$ cat config.mk
export PLATFORM = sky130hd
export DESIGN_NAME = decode_stage
export DESIGN_NICKNAME = d
export VERILOG_FILES = /design/src/rtl/mips_pkg.sv /design/src/rtl/decode_hazard.sv /design/src/rtl/decode_stage.sv
export SDC_FILE = /design/constraint.sdc
export NUM_CORES = 1
export LEC_CHECK = 0
export CAP_MARGIN = 40
export CORE_UTILIZATION = 40
export DETAILED_ROUTE_END_ITERATION = 6
export PLACE_DENSITY = 0.77
export SYNTH_ARGS = -nofsm -noshare
export SYNTH_HDL_FRONTEND = slang
export SYNTH_SLANG_ARGS = --single-unit
$ cat constraint.sdc
create_clock -name clk -period 2.42 [get_ports clk]
set_clock_uncertainty 0.1 [all_clocks]
set_input_delay 0.484 -clock clk [delete_from_list [all_inputs] [get_ports clk]]
set_output_delay 0.484 -clock clk [all_outputs]
set_load 0.005 [all_outputs]
$ cat src/rtl/mips_pkg.sv
// mips_pkg: shared definitions for the MIPS-style decode slice.
//   - default datapath / register-index widths
//   - opcode constants and the ranges that write the rt field
//   - decode-slot FSM state type
//   - dst_sel(): maps an opcode to the instruction field naming the destination
package mips_pkg;

  localparam int DW_DEFAULT = 32;
  localparam int AW_DEFAULT = 5;

  localparam logic [5:0] OP_RTYPE    = 6'h00;
  localparam logic [5:0] OP_JAL      = 6'h03;
  localparam logic [5:0] OP_ITYPE_LO = 6'h08;
  localparam logic [5:0] OP_ITYPE_HI = 6'h0F;
  localparam logic [5:0] OP_LOAD_LO  = 6'h20;
  localparam logic [5:0] OP_LOAD_HI  = 6'h25;

  // Decode slot occupancy: EMPTY, holding and free to go, holding and stalled
  typedef enum logic [1:0] {
    ST_EMPTY = 2'd0,
    ST_READY = 2'd1,
    ST_STALL = 2'd2
  } id_state_t;

  // Which field names the written register
  typedef enum logic [1:0] {
    DST_NONE = 2'd0,
    DST_RD   = 2'd1,
    DST_RT   = 2'd2,
    DST_RA   = 2'd3
  } dst_sel_t;

  function automatic dst_sel_t dst_sel(input logic [5:0] opcode);
    dst_sel_t sel;
    if (opcode == OP_RTYPE) begin
      sel = DST_RD;
    end else if ((opcode >= OP_ITYPE_LO && opcode <= OP_ITYPE_HI) ||
                 (opcode >= OP_LOAD_LO  && opcode <= OP_LOAD_HI)) begin
      sel = DST_RT;
    end else if (opcode == OP_JAL) begin
      sel = DST_RA;
    end else begin
      sel = DST_NONE;
    end
    return sel;
  endfunction

endpackage

$ cat src/rtl/decode_hazard.sv
// decode_hazard: operand source selection and stall detection for the
// instruction held in decode. Purely combinational.
//   ra1/ra2        : register indices read by the instruction (rs, rt)
//   rd1/rd2        : register-file data for ra1/ra2
//   exf_* / memf_* : destination info of the instructions in EX and MEM
//   op_a/op_b      : selected rs/rt operands
//   hazard         : decode must hold this cycle
// Macro DECODE_FWD_EN: when defined, EX/MEM results are forwarded and only a
// load in EX feeding decode stalls; otherwise operands come straight from the
// register file and any pending EX/MEM write to a read register stalls.
module decode_hazard
  import mips_pkg::*;
#(
  parameter int DW = DW_DEFAULT,
  parameter int AW = AW_DEFAULT
) (
  input  logic [AW-1:0] ra1,
  input  logic [AW-1:0] ra2,
  input  logic [DW-1:0] rd1,
  input  logic [DW-1:0] rd2,
  input  logic          exf_we,
  input  logic [AW-1:0] exf_wa,
  input  logic          exf_load,
  input  logic [DW-1:0] exf_wd,
  input  logic          memf_we,
  input  logic [AW-1:0] memf_wa,
  input  logic [DW-1:0] memf_wd,
  output logic [DW-1:0] op_a,
  output logic [DW-1:0] op_b,
  output logic          hazard
);

`ifdef DECODE_FWD_EN
  // Register 0 reads as zero; the younger EX result wins over MEM
  function automatic logic [DW-1:0] pick(input logic [AW-1:0] idx, input logic [DW-1:0] rf);
    logic [DW-1:0] v;
    if (idx == {AW{1'b0}}) begin
      v = {DW{1'b0}};
    end else if (exf_we && !exf_load && (exf_wa == idx)) begin
      v = exf_wd;
    end else if (memf_we && (memf_wa == idx)) begin
      v = memf_wd;
    end else begin
      v = rf;
    end
    return v;
  endfunction

  // Forwarded operands; a load result is not available until after MEM
  always_comb begin
    op_a   = pick(ra1, rd1);
    op_b   = pick(ra2, rd2);
    hazard = exf_we && exf_load && (exf_wa != {AW{1'b0}}) &&
             ((exf_wa == ra1) || (exf_wa == ra2));
  end
`else
  logic unused_fwd_s;
  assign unused_fwd_s = ^{exf_load, exf_wd, memf_wd};

  // No bypass: wait until every pending writer of a read register retires
  always_comb begin
    op_a   = rd1;
    op_b   = rd2;
    hazard = (exf_we && (exf_wa != {AW{1'b0}}) &&
              ((exf_wa == ra1) || (exf_wa == ra2))) ||
             (memf_we && (memf_wa != {AW{1'b0}}) &&
              ((memf_wa == ra1) || (memf_wa == ra2)));
  end
`endif

endmodule

$ cat src/rtl/decode_stage.sv
// decode_stage: one-slot instruction decode stage with valid/ready handshakes.
//   if_valid/if_instr/if_pc/id_ready : fetch handshake into the decode slot
//   flush                           : kill slot and EX-output contents next edge
//   ra1/ra2, rd1/rd2                : register-file read port (async data)
//   exf_*/memf_*                    : EX/MEM destination info for bypass/stall
//   ex_valid/ex_ready, ex_*         : registered handshake into EX
// Macro DECODE_FWD_EN selects forwarding (see decode_hazard).
module decode_stage
  import mips_pkg::*;
#(
  parameter int DW = DW_DEFAULT,
  parameter int AW = AW_DEFAULT
) (
  input  logic          clk,
  input  logic          rst_n,
  input  logic          if_valid,
  input  logic [DW-1:0] if_instr,
  input  logic [DW-1:0] if_pc,
  output logic          id_ready,
  input  logic          flush,
  output logic [AW-1:0] ra1,
  output logic [AW-1:0] ra2,
  input  logic [DW-1:0] rd1,
  input  logic [DW-1:0] rd2,
  input  logic          exf_we,
  input  logic [AW-1:0] exf_wa,
  input  logic          exf_load,
  input  logic [DW-1:0] exf_wd,
  input  logic          memf_we,
  input  logic [AW-1:0] memf_wa,
  input  logic [DW-1:0] memf_wd,
  output logic          ex_valid,
  input  logic          ex_ready,
  output logic [DW-1:0] ex_instr,
  output logic [DW-1:0] ex_pc,
  output logic [DW-1:0] ex_op_a,
  output logic [DW-1:0] ex_op_b,
  output logic [AW-1:0] ex_wa
);

  id_state_t     state_r;
  id_state_t     state_nxt_s;
  logic [DW-1:0] id_instr_r;
  logic [DW-1:0] id_pc_r;
  logic          id_vld_s;
  logic          accept_s;
  logic          advance_s;
  logic          hazard_s;
  logic [DW-1:0] op_a_s;
  logic [DW-1:0] op_b_s;
  logic [AW-1:0] wa_s;

  assign id_vld_s  = (state_r != ST_EMPTY);
  assign advance_s = id_vld_s && !hazard_s && (!ex_valid || ex_ready);
  assign id_ready  = !id_vld_s || advance_s;

  // Register read indices come from the held instruction; idle port reads r0
  always_comb begin
    if (id_vld_s) begin
      ra1 = AW'(id_instr_r[25:21]);
      ra2 = AW'(id_instr_r[20:16]);
    end else begin
      ra1 = {AW{1'b0}};
      ra2 = {AW{1'b0}};
    end
  end

  // Destination register decode
  always_comb begin
    case (dst_sel(id_instr_r[31:26]))
      DST_RD:  wa_s = AW'(id_instr_r[15:11]);
      DST_RT:  wa_s = AW'(id_instr_r[20:16]);
      DST_RA:  wa_s = AW'(5'd31);
      default: wa_s = {AW{1'b0}};
    endcase
  end

  decode_hazard #(.DW(DW), .AW(AW)) u_hazard (
    .ra1      (ra1),
    .ra2      (ra2),
    .rd1      (rd1),
    .rd2      (rd2),
    .exf_we   (exf_we),
    .exf_wa   (exf_wa),
    .exf_load (exf_load),
    .exf_wd   (exf_wd),
    .memf_we  (memf_we),
    .memf_wa  (memf_wa),
    .memf_wd  (memf_wd),
    .op_a     (op_a_s),
    .op_b     (op_b_s),
    .hazard   (hazard_s)
  );

  // Slot FSM next state; flush wins and drops whatever fetch offers
  always_comb begin
    state_nxt_s = state_r;
    accept_s    = 1'b0;
    case (state_r)
      ST_EMPTY: begin
        if (if_valid && !flush) begin
          accept_s    = 1'b1;
          state_nxt_s = ST_READY;
        end else begin
          state_nxt_s = ST_EMPTY;
        end
      end
      ST_READY, ST_STALL: begin
        if (flush) begin
          state_nxt_s = ST_EMPTY;
        end else if (advance_s && if_valid) begin
          accept_s    = 1'b1;
          state_nxt_s = ST_READY;
        end else if (advance_s) begin
          state_nxt_s = ST_EMPTY;
        end else if (hazard_s) begin
          state_nxt_s = ST_STALL;
        end else begin
          state_nxt_s = ST_READY;
        end
      end
      default: state_nxt_s = ST_EMPTY;
    endcase
  end

  // Slot FSM state register
  always_ff @(posedge clk or negedge rst_n) begin
    if (!rst_n) begin
      state_r <= ST_EMPTY;
    end else begin
      state_r <= state_nxt_s;
    end
  end

  // Decode slot contents, captured on acceptance
  always_ff @(posedge clk or negedge rst_n) begin
    if (!rst_n) begin
      id_instr_r <= {DW{1'b0}};
      id_pc_r    <= {DW{1'b0}};
    end else if (accept_s) begin
      id_instr_r <= if_instr;
      id_pc_r    <= if_pc;
    end
  end

  // EX-side output registers; payload holds while EX back-pressures
  always_ff @(posedge clk or negedge rst_n) begin
    if (!rst_n) begin
      ex_valid <= 1'b0;
      ex_instr <= {DW{1'b0}};
      ex_pc    <= {DW{1'b0}};
      ex_op_a  <= {DW{1'b0}};
      ex_op_b  <= {DW{1'b0}};
      ex_wa    <= {AW{1'b0}};
    end else if (flush) begin
      ex_valid <= 1'b0;
    end else if (advance_s) begin
      ex_valid <= 1'b1;
      ex_instr <= id_instr_r;
      ex_pc    <= id_pc_r;
      ex_op_a  <= op_a_s;
      ex_op_b  <= op_b_s;
      ex_wa    <= wa_s;
    end else if (ex_ready) begin
      ex_valid <= 1'b0;
    end
  end

endmodule

# Word-level counts from Yosys, hierarchy flattened

Cells that the tools add are included.

Add/subtract/negate cells: 0
$mul: 0
Divide/modulo/power cells: 0
Magnitude comparators: 4
Equal/unequal tests: 10
Shift operators: 0
Muxes and demuxes: 19
Bitwise operators: 1
Reductions and logical operators: 28

Operators with widths:

| kind                                                              | count |
|---|---|
| == test 5 bit                                                     | 4 |
| one-hot mux 5 bit (3 select lines)                                | 1 |
| 2-to-1 mux 2 bit                                                  | 7 |
| logical AND 1 bit                                                 | 10 |
| 2-to-1 mux 5 bit                                                  | 2 |
| nonzero test 5 bit                                                | 2 |
| 2-to-1 mux 1 bit                                                  | 7 |
| == test 2 bit, second input constant                              | 3 |
| == test 6 x 2 -> 1 bit, second input constant                     | 1 |
| greater-or-equal comparator 6 x 4 -> 1 bit, second input constant | 1 |
| greater-or-equal comparator 6 bit, second input constant          | 1 |
| <= comparator 6 x 4 -> 1 bit, second input constant               | 1 |
| <= comparator 6 bit, second input constant                        | 1 |
| zero test 6 bit                                                   | 1 |
| logical OR 1 bit                                                  | 6 |
| == test 2 x 1 -> 1 bit, second input constant                     | 2 |
| zero test 1 bit                                                   | 4 |
| one-hot mux 2 bit (2 select lines)                                | 1 |
| nonzero test 3 bit                                                | 1 |
| zero test 2 bit                                                   | 1 |
| one-hot mux 1 bit (2 select lines)                                | 1 |
| AND reduction 2 bit                                               | 1 |
| nonzero test 2 bit                                                | 1 |
| OR reduction 2 bit                                                | 1 |
| inverter 1 bit                                                    | 1 |

Bits in registers: 200
Latch bits: 0
RAM bits: 0
ROM bits: 0
Input bits: 210
Output and inout port bits: 145
Logic and storage cells: 71
Memories kept: 0

# Longest topological paths before layout

Gate-level depths: netlist of run 1.

Word-level depth: 13
Gate-level depth with buffers: 11
Depth with buffers taken out: 8

# Hierarchy

Synthesis of run 1 repeated with hierarchy kept, for this count alone.

Cell total of the unflattened synthesis: 570
Area total of the unflattened synthesis: 8705.8 um2

By module, submodules not included:

| module        | times used | cells each | area an instance (um2) | sequential area each (um2) |
|---|---|---|---|---|
| decode_stage  | 1          | 471        | 7968.9                 | 5004.8 |
| decode_hazard | 1          | 99         | 737.0                  | 0.0 |

# Worst setup path after synthesis of run 1

OpenSTA, ideal clock, no wires.

Path type: register to register
Start point: reg state_r[0]
End point: reg ex_op_a[0]
Library setup time: 127 ps
Arrival time: 2370 ps
Data required time: 2193 ps
Setup slack: -177 ps
Stages on the path, launching flop included: 12
Path buffers: 3
Period minus slack after synthesis: 2597 ps
Cell sequence: dfrtp_1 > inv_1 > ha_1 > clkbuf_1 > or3b_2 > nand4_1 > nor3_1 > a22oi_4 > nand4_2 > buf_4 > buf_6 > mux2_1

Cells in the longest elaborated chain, start to end: 10
Elaborated cells on any way between the ends: 16
Classes of those cells: eq/ne (4); mux (2); reduce/logical (10)

RTL lines:

| item                                        | RTL line                                 | RTL |
|---|---|---|
| from (decl)                                 | decode_stage.sv:41                       | `id_state_t state_r;` |
| from (signal assigned)                      | decode_stage.sv:131                      | `state_r <= state_nxt_s;` |
| nonzero test 2 bit *                        | decode_stage.sv:53                       | `assign id_vld_s = (state_r != ST_EMPTY);` |
| 2-to-1 mux 5 bit                            | decode_stage.sv:59                       | `if (id_vld_s) begin` |
| == test 5 bit, on equally long branches     | decode_hazard.sv:65, decode_hazard.sv:67 |  |
| logical OR 1 bit, on equally long branches  | decode_hazard.sv:65, decode_hazard.sv:67 |  |
| logical AND 1 bit, on equally long branches | decode_hazard.sv:64, decode_hazard.sv:66 |  |
| logical OR 1 bit                            | decode_hazard.sv:65                      | `((exf_wa == ra1) \|\| (exf_wa == ra2))) \|\|` |
| zero test 1 bit                             | decode_stage.sv:54                       | `assign advance_s = id_vld_s && !hazard_s && (!ex_valid \|\| ex_ready);` |
| logical AND 1 bit * (2 in a row)            | decode_stage.sv:54                       |  |
| AND reduction 2 bit (no source line) *      | --                                       |  |
| to (signal assigned)                        | decode_stage.sv:152                      | `ex_op_a <= {DW{1'b0}};` |
| to (signal assigned)                        | decode_stage.sv:161                      | `ex_op_a <= op_a_s;` |
| to (decl)                                   | decode_stage.sv:36                       | `output logic [DW-1:0] ex_op_a,` |

Mark *: on every way between the ends. The rest lies on a longest branch, timed or not.
A chain may end at the register's enable or synchronous reset.

# Worst setup path in the final report of run 1

Start point: reg id_instr_r[16]
End point: out id_ready

Cells in the longest elaborated chain, start to end: 9
Elaborated cells on any way between the ends: 12
Classes of those cells: eq/ne (2); mux (1); reduce/logical (9)

RTL lines:

| item                                        | RTL line                                 | RTL |
|---|---|---|
| from (decl)                                 | decode_stage.sv:43                       | `logic [DW-1:0] id_instr_r;` |
| from (signal assigned)                      | decode_stage.sv:138                      | `id_instr_r <= {DW{1'b0}};` |
| from (signal assigned)                      | decode_stage.sv:141                      | `id_instr_r <= if_instr;` |
| 2-to-1 mux 5 bit *                          | decode_stage.sv:59                       |  |
| == test 5 bit, on equally long branches     | decode_hazard.sv:65, decode_hazard.sv:67 |  |
| logical OR 1 bit, on equally long branches  | decode_hazard.sv:65, decode_hazard.sv:67 |  |
| logical AND 1 bit, on equally long branches | decode_hazard.sv:64, decode_hazard.sv:66 |  |
| logical OR 1 bit *                          | decode_hazard.sv:65                      |  |
| zero test 1 bit *                           | decode_stage.sv:54                       |  |
| logical AND 1 bit * (2 in a row)            | decode_stage.sv:54                       |  |
| logical OR 1 bit *                          | decode_stage.sv:55                       | `assign id_ready = !id_vld_s \|\| advance_s;` |
| to (decl)                                   | decode_stage.sv:19                       | `output logic id_ready,` |

Marked as above.

==> results of run 1 <==
[area by class of cell]
class	count	area (um2)	area share
inverters	5	18.8	0.00126
diodes	1	2.50	0.000168
repair buffers	412	4600	0.308
well taps	313	392	0.0263
clock inverters	15	190	0.0128
flip-flops and latches	200	5010	0.336
clock buffers	17	425	0.0285
multi-input cells	555	4280	0.287
[critical path: stages, from the launching register on]
cell,delay [ps]
dfrtp_1,580
nor4b_2,310
a32oi_1,140
a211oi_2,320
a22oi_4,120
and2_4,180
a21o_1,160
buf_2,120
[per-layer routing]
layer / track usage / vias up / wire length [um]
li1: - / 3767 / -
met1: 0.316 / 4215 / 12400
met2: 0.422 / 442 / 15700
met3: 0.0535 / 67 / 2380
met4: 0.110 / 0 / 987
met5: 0 / - / 0
[registers in the layout (all words and copies together) (netlist names)]
register    flops
ex_instr       32
ex_op_a        32
ex_op_b        32
ex_pc          32
id_instr_r     32
id_pc_r        32
ex_wa           5
state_r         2
ex_valid        1
[how the worst max path moves through the flow]
| stage | start | endpoint | slack (ps) | cells past startpoint |
|---|---|---|---|---|
| CTS | state_r[0] | id_ready | -470 | 10 |
| global route | state_r[0] | id_ready | -660 | 9 |
| finish | id_instr_r[16] | id_ready | -540 | 7 |
| detailed placement | exf_wa[1] | id_ready | -930 | 9 |
| global placement | exf_wa[1] | id_ready | -930 | 9 |
| floorplan | state_r[1] | ex_op_a[0] | -50 | 11 |
[cell families (layout without fill, tap and decap cells)]
| family | count (synthesis) | in the layout | share of synthesized area |
|---|---|---|---|
| simple gates | 318 | 318 | 0.179 |
| flops | 200 | 200 | 0.533 |
| mux | 133 | 133 | 0.159 |
| compound gates | 94 | 94 | 0.0783 |
| buf+inv | 81 | 449 | 0.0406 |
| xor+xnor | 8 | 8 | 0.00746 |
| fa+ha+maj | 2 | 2 | 0.00266 |
| other cells | 0 | 1 | 0 |
[timing repair]
item,CTS,global route
endpoints found under the setup margin,210,210
hold endpoints to repair,39,0
pin swaps,16,7
hold buffers,1,0
buffers inserted,21,11
gates cloned,14,11
gates resized for setup,75,32
[power groups by stage]
stage	clock, mW	sequential [mW]	combinational [mW]
after global routing	3.17	5.41	4.98
after detailed placement	0	5.30	4.38
after global placement	0	5.26	4.28
final	2.97	5.27	4.67
after CTS	3.03	5.26	4.60
after floorplan	0	5.20	1.55
[stage by stage]
step	hold slack, ps	instances	setup slack (ps)	setup TNS, ps
2_1_floorplan	88.4	836	-47.5	-3200
3_3_place_gp	332	1431	-928	-133220
3_5_place_dp	336	1431	-934	-137780
4_1_cts	354	1497	-466	-58930
5_1_grt	402	1518	-658	-83600
6_report	390	1518	-539	-64270
[placed cells by master (no fill, tap or decap), types with 26 or more instances in the layout]
master	n
mux2_2	63
o211ai_1	64
nand4_1	66
clkbuf_16	26
nand2_1	129
and3_1	66
dfrtp_1	199
mux2_1	51
clkdlybuf4s50_1	273
buf_4	64
==> flow_summary.toml, run 1 <==
[clock_tree]
cts_max_path_buffers = 2
clk_pin_slew_ps = 70
clock-sinks = 200
numCtsBuffers = 17
clk_latency_ps = 440
cts-root-buf = "clkbuf_16"
h-tree-depth = 4
cts_tree = "yes"

[power]
peakVddDrop_mv = 0.432
finalPower_mw = 12.9
p_seq_frac = 0.408
clkPwrFrac = 0.230
power_density_nw_per_um2 = 865
p_int_mw = 9.07
netSwitchingPower_mw = 3.83
p_leak_nw = 6.53
switching_share = 0.297
pwr-share-comb = 0.362

[global_route]
grt_usage = 0.252
grt_max_degree = 74
grt_overflow = 0
grt_pass1_vias = 8408
grt_pass1_wl_mm = 47.1
antenna_found_initial = 1

[yosys]
ys_ff_latch = 200
syn_nets = 1048
synth_cell_type_count = 39
ys_seq_area_frac = 0.533
avgSynthCellArea_um2 = 11.2
syn_inst = 836
synth.most_common_cell = "dfrtp_1"
synth_top_cell_area_share = 0.533
ys_dominant_reg_cell = "dfrtp_1"
syn_area_um2 = 9390
synth_async_sr_flop_share = 1.00
yosys_warnings = 0
synth_edf_count = 0
yosys-top-cells-count = "dfrtp_1, nand2_1, mux2_1"
yosys.area.top_type = "dfrtp_1"
synth_area_leaders = "dfrtp_1, mux2_1, mux2_2, nand2_1, o211ai_1"

[critical_path]
startpoint_type = "flop"
worstPathRequired_ps = 1840
r2r_start = "state_r[1]"
cp.arrival_ps = 2370
worst_setup_path_end_kind = "output pin"
r2r-end = "ex_op_a[1]"
rr_worst_depth = 13
crit_fanout = 6
r2r_slack_ps = -430
path_class = "reg2out"

[drt]
drt-pass1-iter-count = 5
wirelength_mm = 31.5
wire_per_inst_um = 20.7
vias_per_cell = 5.59
dr.first_iter.drc_count = 589
ant_nets = 0
vias = 8491
drt_drc_violations_left = 0

[timing]
fin_ws_ps = -539
hold_viol = 0
slew_viol_final = 0
fmax_mhz = 338
min_period_over_period = 1.22
rsz0062_at_grt = "true"
slew_headroom = 0.613
tightest_slew_ps = 579
setup_viol = 207
fin_crit_ps = 2960

[min_path]
min_path_cells = 1
hp-class = "reg2reg"
min-delay-start = "ex_op_a[16]"
hold_end = "ex_op_a[16]"

[cells_and_area]
fin_area_um2 = 14900
num-fill-cells = 1735
finish.utilization = 0.653
layout-drive-gt1-share = 0.235
layout.nets = 1403
area.growth.synth_to_final_pct = 58.8

[run]
maxCapViolCount = 0

[outcome]
failed_checks = "negative setup slack"
status = "finished with violations"

[floorplan]
dieHeight_um = 155
rows = 55
ios = 355
die_w_um = 155
start_util = 0.411
die-area_um2 = 24100
core_um2 = 22800

[placed_design]
gp_congestion = 0.875
hpwlAfterDp_mm = 18.8
port_buffers = 289
placed_area_um2 = 13100
(Power assumes the default switching activity.)
==> inputs of run 2 (changes only) <==
- RECOVER_POWER: default -> 50
- TNS_END_PERCENT: default -> 30
==> flow_summary.toml, run 2 (same netlist as run 1, synthesis figures left out) <==
[clock_tree]
cts_max_path_buffers = 2
h-tree-depth = 4
clk_latency_ps = 440
cts_tree = "yes"
clock-sinks = 200
numCtsBuffers = 17
cts-root-buf = "clkbuf_16"
clk_pin_slew_ps = 80

[placed_design]
port_buffers = 289
placed_area_um2 = 13100
hpwlAfterDp_mm = 18.8
gp_congestion = 0.875
dp.cells = 1431

[power]
switching_share = 0.296
netSwitchingPower_mw = 3.78
p_int_mw = 9.01
pwr-share-comb = 0.357
clkPwrFrac = 0.232
p_leak_nw = 6.27
power_density_nw_per_um2 = 894
finalPower_mw = 12.8
peakVddDrop_mv = 0.428
p_seq_frac = 0.411

[timing]
setup_viol = 206
slew_headroom = 0.257
rsz0062_at_grt = "true"
min_period_over_period = 1.23
hold_viol = 0
slew_viol_final = 0
fin_crit_ps = 2970
fin_ws_ps = -552
fmax_mhz = 336
tightest_slew_ps = 1110

[floorplan]
ios = 355
die-area_um2 = 24100
start_util = 0.411
core_um2 = 22800
rows = 55
dieHeight_um = 155
die_w_um = 155

[critical_path]
critPathMaxStageDelay_ps = 420
cp.arrival_ps = 2390
worstPathRequired_ps = 1840
cp_cell_sequence = "clkdlybuf4s50_1, buf_4, xnor2_1, a32oi_1, a211oi_2, a22oi_4, and2_4, a21o_1, buf_2"
path_buf_inv = 3
r2r_start = "state_r[1]"
path_class = "in2out"
startpoint = "memf_wa[0]"
worst_setup_path_end_kind = "output pin"
crit_fanout = 6
critPathSlowestCell = "clkdlybuf4s50_1"
startpoint_type = "primary input"
cpLargestDelayFamily = "compound AO/OA/AOI/OAI gates"

[global_route]
use_met1 = 0.311
use_met2 = 0.414
grt_overflow = 0
antenna_found_initial = 1
grt_max_degree = 74
grt_pass1_vias = 8236
top_usage_layer = "met2"
grt_usage = 0.245
grt_pass1_wl_mm = 46.1
use_met3 = 0.0510

[cells_and_area]
layout-drive-gt1-share = 0.219
final_cell_mix = "clkdlybuf4s50_1, dfrtp_1, nand2_1, nand4_1, and3_1"
final_common_cell = "clkdlybuf4s50_1"
layout.nets = 1377
num-fill-cells = 1797
fin_area_um2 = 14300
area.growth.synth_to_final_pct = 52.3
layoutNonFillerInstCount = 1492

[drt]
vias_per_cell = 5.55
dr.first_iter.drc_count = 537
vias = 8279
wirelength_mm = 29.4
drt-pass1-iter-count = 5
drt_drc_violations_left = 0
wire_per_inst_um = 19.7
ant_nets = 0

[run]
maxCapViolCount = 0

[min_path]
hp-class = "reg2reg"
min-delay-start = "id_pc_r[5]"

[outcome]
failed_checks = "negative setup slack"
status = "finished with violations"
-- run 2: changes by cell type in the layout (fill, tap and decap cells not counted), sizes merged --
cell         delta
buf            -20
clkbuf          -5
dlygate4sd2     -1
-- run 2: metrics by stage --
step	hold slack, ps	TNS (ps)	setup WS (ps)	util
floorplan	88.4	-3200	-47.5	-
global placement	332	-133220	-928	0.575
detailed placement	336	-137780	-934	0.575
CTS	356	-45720	-466	0.621
global route	376	-79000	-667	0.626
finish	388	-58980	-552	0.626
-- run 2: worst register-to-register path: cells and delay by family (launching register included) --
kind            cells  cell delay (ps)
compound gates      2              170
buf+inv             6              980
mux                 1              340
flops               1              390
fa+ha+maj           1              220
simple gates        3              550
-- run 2: per-layer routing --
metal  share of wire  vias up
li1                -     3717
met1            0.41     4124
met2            0.50      385
met3           0.066       53
met4           0.025        0
met5               0        -
-- run 2: area by class of cell --
class | count | area, um2 | share of cell area
multi-input combinational | 555 | 4280 | 0.299
tap | 313 | 392 | 0.0274
inverter | 5 | 18.8 | 0.00131
sequential | 200 | 5010 | 0.350
clock buffer | 17 | 425 | 0.0297
timing repair buffer | 386 | 4000 | 0.279
clock inverter | 15 | 190 | 0.0133
antenna | 1 | 2.50 | 0.000175
-- run 2: what timing repair did --
item / in CTS / in global routing
endpoints found under the setup margin: 210 / 210
gates resized for setup: 62 / 21
setup buffers: 15 / 7
cloned: 7 / 1
hold buffers: 1 / 0
endpoints found under the hold margin: 39 / 0
pin swaps: 53 / 21
-- run 2: power by group through the flow --
stage,Combinational (mW),Sequential (mW),Clock (mW)
global route,4.89,5.41,3.16
finish,4.57,5.26,2.96
global placement,4.28,5.26,0
floorplan,1.55,5.20,0
detailed placement,4.38,5.30,0
CTS,4.54,5.26,3.03
-- run 2: path summary, 6_finish.rpt --
check | slack (ps) | end | depth (start not counted)
setup / recovery | -550 | id_ready | 9
hold / removal | 390 | ex_pc[5] | 1
setup reg to reg | -420 | ex_instr[4] | 13
hold reg to reg | 390 | ex_pc[5] | 1
max in group asynchronous | 230 | id_instr_r[17] | 3
min in group asynchronous | 680 | ex_instr[25] | 2
